### src/rtl/regfile_mp_sb.sv
`default_nettype none
// ============================================================================
//  Module   : regfile_mp_sb
//  Purpose  : Two-read / two-write register file with same-cycle write
//             bypass, optional hardwired zero register and a per-register
//             pending scoreboard for multi-cycle loads.
//  Revision : 1.0
// ============================================================================
module regfile_mp_sb #(
    parameter int DATA_W   = 32,
    parameter int ADDR_W   = 5,
    parameter int ZERO_REG = 1,
    parameter int BYPASS   = 1
) (
    input  logic              CLK,
    input  logic              Reset,
    input  logic [ADDR_W-1:0] rs,
    input  logic [ADDR_W-1:0] rt,
    output logic [DATA_W-1:0] Data1,
    output logic [DATA_W-1:0] Data2,
    input  logic              WreA,
    input  logic [ADDR_W-1:0] WAddrA,
    input  logic [DATA_W-1:0] WDataA,
    input  logic              WreB,
    input  logic [ADDR_W-1:0] WAddrB,
    input  logic [DATA_W-1:0] WDataB,
    input  logic              IssueValid,
    input  logic [ADDR_W-1:0] IssueDst,
    output logic              Busy1,
    output logic              Busy2,
    output logic              Stall,
    output logic [ADDR_W:0]   PendCount
);

    localparam int   c_DEPTH = 2 ** ADDR_W;
    localparam logic c_ZERO  = (ZERO_REG != 0);
    localparam logic c_BYP   = (BYPASS != 0);

    logic [DATA_W-1:0]  r_regs [c_DEPTH];
    logic [c_DEPTH-1:0] r_pend;
    logic [ADDR_W:0]    r_pcnt;

    logic               w_wen_a;
    logic               w_wen_b;
    logic               w_issue;
    logic [c_DEPTH-1:0] w_pend_nxt;
    logic [ADDR_W:0]    w_pcnt_nxt;
    logic [DATA_W-1:0]  w_rd1;
    logic [DATA_W-1:0]  w_rd2;
    logic               w_res1;
    logic               w_res2;
    logic               w_res_issue;

    // Address 0 is a sink for writes and issues when the zero register is on.
    assign w_wen_a = WreA && !(c_ZERO && (WAddrA == '0));
    assign w_wen_b = WreB && !(c_ZERO && (WAddrB == '0));
    assign w_issue = IssueValid && !(c_ZERO && (IssueDst == '0));

    always_ff @(posedge CLK) begin
        if (Reset) begin
            for (int i = 0; i < c_DEPTH; i++) begin
                r_regs[i] <= '0;
            end
        end else begin
            if (w_wen_a) r_regs[WAddrA] <= WDataA;
            // Later assignment wins, so the load port owns a collision.
            if (w_wen_b) r_regs[WAddrB] <= WDataB;
        end
    end

    always_comb begin
        w_pend_nxt = r_pend;
        if (WreB)    w_pend_nxt[WAddrB]   = 1'b0;
        if (w_issue) w_pend_nxt[IssueDst] = 1'b1;
        w_pcnt_nxt = '0;
        for (int i = 0; i < c_DEPTH; i++) begin
            w_pcnt_nxt = w_pcnt_nxt + (ADDR_W+1)'(w_pend_nxt[i]);
        end
    end

    always_ff @(posedge CLK) begin
        if (Reset) begin
            r_pend <= '0;
            r_pcnt <= '0;
        end else begin
            r_pend <= w_pend_nxt;
            r_pcnt <= w_pcnt_nxt;
        end
    end

    generate
        if (BYPASS != 0) begin : g_bypass
            always_comb begin
                w_rd1 = r_regs[rs];
                if (WreA && (WAddrA == rs)) w_rd1 = WDataA;
                if (WreB && (WAddrB == rs)) w_rd1 = WDataB;
                w_rd2 = r_regs[rt];
                if (WreA && (WAddrA == rt)) w_rd2 = WDataA;
                if (WreB && (WAddrB == rt)) w_rd2 = WDataB;
            end
        end else begin : g_no_bypass
            assign w_rd1 = r_regs[rs];
            assign w_rd2 = r_regs[rt];
        end
    endgenerate

    assign Data1 = (c_ZERO && (rs == '0)) ? '0 : w_rd1;
    assign Data2 = (c_ZERO && (rt == '0)) ? '0 : w_rd2;

    assign w_res1      = WreB && (WAddrB == rs);
    assign w_res2      = WreB && (WAddrB == rt);
    assign w_res_issue = WreB && (WAddrB == IssueDst);

    // Without bypass the resolving value is not yet visible, so stay busy.
    assign Busy1 = r_pend[rs] && !(c_BYP && w_res1);
    assign Busy2 = r_pend[rt] && !(c_BYP && w_res2);
    assign Stall = Busy1 || Busy2 || (IssueValid && r_pend[IssueDst] && !w_res_issue);

    assign PendCount = r_pcnt;

endmodule
`default_nettype wire

### config.mk
export PLATFORM = sky130hd
export DESIGN_NAME = regfile_mp_sb
export DESIGN_NICKNAME = d
export VERILOG_FILES = /design/src/rtl/regfile_mp_sb.sv
export SDC_FILE = /design/constraint.sdc
export NUM_CORES = 2
export LEC_CHECK = 0
export BUFFER_PORTS_ARGS = -buffer_cell sky130_fd_sc_hd__buf_4
export CORE_ASPECT_RATIO = 1.25
export CORE_MARGIN = 2
export CORE_UTILIZATION = 66
export DETAILED_ROUTE_END_ITERATION = 8
export HOLD_SLACK_MARGIN = 0.08
export MAX_ROUTING_LAYER = met4
export PLACE_DENSITY_LB_ADDON = 0.15
export REMOVE_ABC_BUFFERS = 1
export SYNTH_ARGS = -nofsm -noshare
export SYNTH_HDL_FRONTEND = slang
export SYNTH_SLANG_ARGS = --single-unit
### constraint.sdc
create_clock -name CLK -period 17.45 [get_ports CLK]
set_input_delay 2.6175 -clock CLK [delete_from_list [all_inputs] [get_ports CLK]]
set_output_delay 2.6175 -clock CLK [all_outputs]
set_load 0.005 [all_outputs]
Word level (Yosys, flattened, before mapping)

Memories as Yosys holds them, arrays and structs flattened.
Index checks and enable logic that the tools add are counted.

Add/subtract/negate cells: 31
Order comparisons: 6
Equality and inequality tests: 5
Muxes and demuxes: 32
Bitwise gates (word level): 3
Reduce and logical (&&, ||, !) cells: 29

Operators with widths:

| cell                                                                                | count |
|---|---|
| 32-bit two-way mux                                                                  | 10 |
| 6-bit by 1-bit adder with 6-bit output                                              | 26 |
| 32-bit OR reduction                                                                 | 2 |
| 32-bit AND                                                                          | 1 |
| 32-bit inverter                                                                     | 1 |
| 32-bit OR                                                                           | 1 |
| 5-bit equality test                                                                 | 5 |
| 5-bit zero test                                                                     | 5 |
| 5-bit by 6-bit less-than comparator with 1-bit output, second input constant        | 4 |
| 1-bit binary-select mux with 5-bit select                                           | 3 |
| 1-bit two-way mux                                                                   | 15 |
| 1-bit logical AND                                                                   | 14 |
| 1-bit demux with 5-bit select                                                       | 2 |
| 5-bit by 1-bit greater-or-equal comparator with 1-bit output, second input constant | 2 |
| 5-bit two-way mux                                                                   | 2 |
| 5-bit by 1-bit adder with 6-bit output                                              | 1 |
| 1-bit zero test                                                                     | 6 |
| 4-bit by 1-bit adder with 5-bit output                                              | 1 |
| 3-bit by 1-bit adder with 4-bit output                                              | 1 |
| 2-bit by 1-bit adder with 3-bit output                                              | 1 |
| 1-bit by 1-bit adder with 2-bit output                                              | 1 |
| 1-bit logical OR                                                                    | 2 |

Register bits after elaboration: 38
Memory bits (writable): 1024
Bits of input ports: 94
Output and inout port bits: 73
Word-level logic and storage cells: 109
Memories: 1

Memories:

| memory | depth | bits a word | read ports | clocked after Yosys merged registers in | write ports | line | text |
|---|---|---|---|---|---|---|---|
| r_regs | 32    | 32          | 2          | 0                                       | 32          | 39   | `logic [DATA_W-1:0] r_regs [c_DEPTH];` |

Logic depth before layout (Yosys ltp)

Depth in word-level cells: 40
Gate-level depth with buffers: 21
Mapped depth without buffers: 19

Worst setup path before layout

OpenSTA, ideal clock, no wires.

Path kind: input to register
Start: input IssueDst[1]
End: register r_pcnt[4] (netlist: PendCount[4])
Setup time: 0.128 ns
Arrival: 8.066 ns
Data required time: 17.322 ns
Slack: 9.257 ns
Cell stages on the path: 20
Buffers on the path: 3
Path through: clkbuf_1 buf_2 clkbuf_1 and3_1 a22oi_1 fa_1 inv_1 fa_1 inv_1 fa_1 inv_1 fa_1 fa_1 fa_1 ha_1 fa_1 a21o_1 a21oi_1 xor2_1 nor2_1

Word-level cells in the longest chain between the ends: 37
Elaborated cells on any way between the ends: 41
Classes of those cells: add/sub (31); order compare (2); mux (3); bitwise (1); reduce/logical (4)

RTL lines:

| element                                                                                                                                                            | line | text |
|---|---|---|
| start: declaration                                                                                                                                                 | 28   | `input logic [ADDR_W-1:0] IssueDst,` |
| 5-bit by 6-bit less-than comparator with 1-bit output (not written as such) / 5-bit by 1-bit greater-or-equal comparator with 1-bit output (equally long branches) | 74   | `if (w_issue) w_pend_nxt[IssueDst] = 1'b1;` |
| 1-bit logical AND (not written as such)                                                                                                                            | 74   |  |
| 1-bit two-way mux (not written as such)                                                                                                                            | 74   |  |
| 1-bit demux with 5-bit select                                                                                                                                      | 74   |  |
| 32-bit OR (no line)                                                                                                                                                | n/a  |  |
| 32-bit two-way mux *                                                                                                                                               | 74   |  |
| 1-bit by 1-bit adder with 2-bit output                                                                                                                             | 77   | `w_pcnt_nxt = w_pcnt_nxt + (ADDR_W+1)'(w_pend_nxt[i]);` |
| 2-bit by 1-bit adder with 3-bit output                                                                                                                             | 77   |  |
| 3-bit by 1-bit adder with 4-bit output                                                                                                                             | 77   |  |
| 4-bit by 1-bit adder with 5-bit output                                                                                                                             | 77   |  |
| 5-bit by 1-bit adder with 6-bit output                                                                                                                             | 77   |  |
| 6-bit by 1-bit adder with 6-bit output (25 in a row)                                                                                                               | 77   |  |
| 6-bit by 1-bit adder with 6-bit output *                                                                                                                           | 77   |  |
| end signal: assignment                                                                                                                                             | 87   | `r_pcnt <= w_pcnt_nxt;` |
| end: declaration                                                                                                                                                   | 41   | `logic [ADDR_W:0] r_pcnt;` |

Mark *: on every way between the ends. The rest lies on a longest branch, timed or not.
A chain may end at the register's enable or synchronous reset.

Worst setup path after layout

Start: input rt[2]
End: output Data2[27]

Word-level cells in the longest chain between the ends: 5
Elaborated cells on any way between the ends: 9
Classes of those cells: eq/ne (2); mux (3); reduce/logical (3); memory (1)

RTL lines:

| element                                                                         | line | text |
|---|---|---|
| start: declaration                                                              | 18   | `input logic [ADDR_W-1:0] rt,` |
| parallel branches: the longest is 4 deep, another holds memory read 32 x 32 bit | n/a  |  |
| 32-bit two-way mux *                                                            | 108  | `assign Data2 = (c_ZERO && (rt == '0)) ? '0 : w_rd2;` |
| end: declaration                                                                | 20   | `output logic [DATA_W-1:0] Data2,` |

Every way passes the cells marked *.

==> flow_summary.ini <==
[logic_synthesis]
avgSynthCellArea_um2 = 14.1
synth_seq_area_share_pct = 50.2
synth_top_family_by_area = multiplexers
synth.mux.area_fraction_pct = 20.8
synth-simple-area-share_pct = 3.85
synthFlopType = edfxtp_1
synthAdderAreaFrac_pct = 0.904
ys_types = 69
synth_top_area_cell = edfxtp_1
synthArstFlopShare_pct = 0
synth_compound_area_share_pct = 18.7
synth-edff-count = 1024
ys_top_cells_by_area = edfxtp_1, mux4_2, a22o_1
syn_inst = 4457
synth_seq_cells = 1062
syn_area_um2 = 62800
synth_top_area_share_pct = 49.0
synth-xor-area-share_pct = 0.376
synth_warnings = 0

[placement]
dpl.cell_count = 5310
gp_congestion = 0.967
dp_slack_ns = 7.94
port-buffer-count = 166
hpwl_um = 131000

[critical_path]
worstSetupStartpointType = input pin
path_class = in2out
cp_slowest_stage_delay_ns = 1.34
endpoint_kind = primary output
crit_start = rt[2]
cp_data_arrival_time_ns = 7.20
rr_startpoint = r_pend[11]
cp_cell_sequence = buf_4, buf_4, xor2_1, nor4_1, and3_2, nor2b_4, a221o_1, buf_4
crit_required_ns = 14.83
path_common_cell = buf_4
path_max_fanout = 35
critPathSlowestCell = nor2b_4

[floorplan]
die_y_um = 349
start_util_pct = 66.5
io-pin-count = 167
die_x_um = 280
die_area_um2 = 97700
coreArea_um2 = 94400
rows = 126

[sta]
fmax_ghz = 0.102
setup_viol = 0
skew_ns = 0.0348
final.setup.worst_slack_ns = 7.63
tightest_slew_ns = 1.56
fin_crit_sh_pct = 56.3
hold_viol = 0
grt_setup_unrepaired = false
fin_crit_ns = 9.82
fin_tns_setup_ns = 0
maxSlewHeadroom_pct = -4.49
maxSlewViolCount = 24

[power_and_ir_drop]
powerDensity_nw_per_um2 = 91.3
ir_drop_v = 0.0000917
p_leak_nw = 23.0

[routing]
firstDrtPassIters = 9
detail-route-antenna-nets = 0
drc = 2
viasPerCell = 8.83
routed_wl_um = 234000
drt-initial-drc-count = 8630
vias = 48700
wl_per_cell_um = 42.3

[clock_tree]
insertion_delay_ns = 0.72
cts_setup_buffers = 0
cts_inserted_buffers = 104
root_buffer = clkbuf_16
cts.path.max_buffers = 3
cts_tree = yes
h-tree-depth = 3
cts.clk_slew.worst_paths_ns = 0.05
cts_resized = 0
holdBufCountCts = 0
clkSinkCount = 1062

[global_route]
met3_usage_pct = 18.8
antenna_found_initial = 12
grt_pass1_vias = 48100
grt_max_degree = 118
globalRouteMet1Util_pct = 57.3
met2_usage_pct = 70.4
grt_most_used_layer = met2
grt_pass1_wl_um = 329000
grt_usage_pct = 49.0
gr-total-overflow = 0

[outcome]
outcome = finished, violations left
violations = design-rule violations, max-capacitance violations, max-slew violations

[worst_hold_path]
hp-class = reg2reg
min-delay-start = r_pend[3]

[cells_and_area]
nets = 4325
fin_util_pct = 72.1
final_cell_mix = a22o_1, edfxtp_1, mux4_2
syn2layout_area_growth_pct = 8.39
layout-drive-gt1-share_pct = 25.8
stdcell_count = 5516

[job]
maxCapViolCount = 2
-- routing by layer --
metal	vias to the layer above	part of all wire [%]
li1	18100	-
met1	23800	30
met2	5269	44
met3	1545	18
met4	0	8.7
met5	-	0
-- power breakdown --
part | leakage, nW | total [W] | internal (W) | switching [W]
registers | 10.1 | 0.00302 | 0.00295 | 0.0000778
clock network | 1.63 | 0.00226 | 0.00124 | 0.00102
logic | 11.3 | 0.000934 | 0.000372 | 0.000562
total | 23.0 | 0.00622 | 0.00456 | 0.00166
-- registers in the layout, summed over array words and instances, names as in the netlist --
signal and flops:
PendCount 6, r_regs 1024, r_pend 32
-- cell families (layout without fill, tap and decap cells) --
group / count (synthesis) / count (layout)
adder cells (fa/ha/maj): 31 / 31
AO/OA/AOI/OAI: 1410 / 1410
other: 1 / 45
flip-flops: 1062 / 1062
multiplexers: 680 / 680
XOR/XNOR: 27 / 27
buffers and inverters: 766 / 565
AND/OR/NAND/NOR: 480 / 480
-- layout make-up --
cell class                 count  area (µm²)
clock buffer                 124        2740
inverter                      62         234
fill                        5963       26400
multi-input combinational   2660       29000
tap                         1216        1520
sequential                  1062       31500
antenna                       13        32.5
timing repair buffer         310        2420
clock inverter                69         582
-- critical path: cells and delay by family --
family | cells | cell delay, ns
buffers and inverters | 3 | 1.19
AOI/OAI and AO/OA | 1 | 0.48
and+or+nand+nor | 3 | 2.69
xor gates and xnor gates | 1 | 0.13
-- final timing paths --
check                           cells past startpoint      endpoint  slack, ns
worst max register to register                     17  PendCount[4]      12.15
worst min-delay path                                2     r_pend[3]       0.57
worst max-delay path                                8     Data2[27]       7.63
worst min register to register                      2     r_pend[3]       0.57
-- cells in the mapped netlist (8+ instances only) --
cell type and count:
buf_1 79, fa_1 24, mux2_2 32, a31oi_1 33, o22ai_1 93, a22o_1 1024
a21boi_1 9, o21ai_0 49, buf_6 15, nor2b_1 11, nand3_1 10, nor4b_1 31
nor2_1 135, dfxtp_1 38, or3_1 9, clkbuf_1 494, a211oi_1 32, buf_2 79
xnor2_1 16, nand2_1 102, nor3_1 102, edfxtp_1 1024, nand3b_1 12, mux4_2 498
a21boi_0 23, xor2_1 11, and3_1 8, mux2i_1 150, o221ai_1 45, inv_1 60
and2_1 16, buf_4 37, o32ai_1 32, a22oi_1 13, a221o_1 32
-- stage by stage --
stage | hold WS [ns] | total power [W] | area, µm²
after floorplan | 0.498 | 0.00348 | 59900
after global placement | 0.543 | 0.00393 | 64700
after detailed placement | 0.557 | 0.00396 | 64700
after CTS | 0.565 | 0.00614 | 68000
after global routing | 0.612 | 0.00632 | 68100
final | 0.569 | 0.00622 | 68100
No activity file was read; power rests on OpenSTA's default activity.
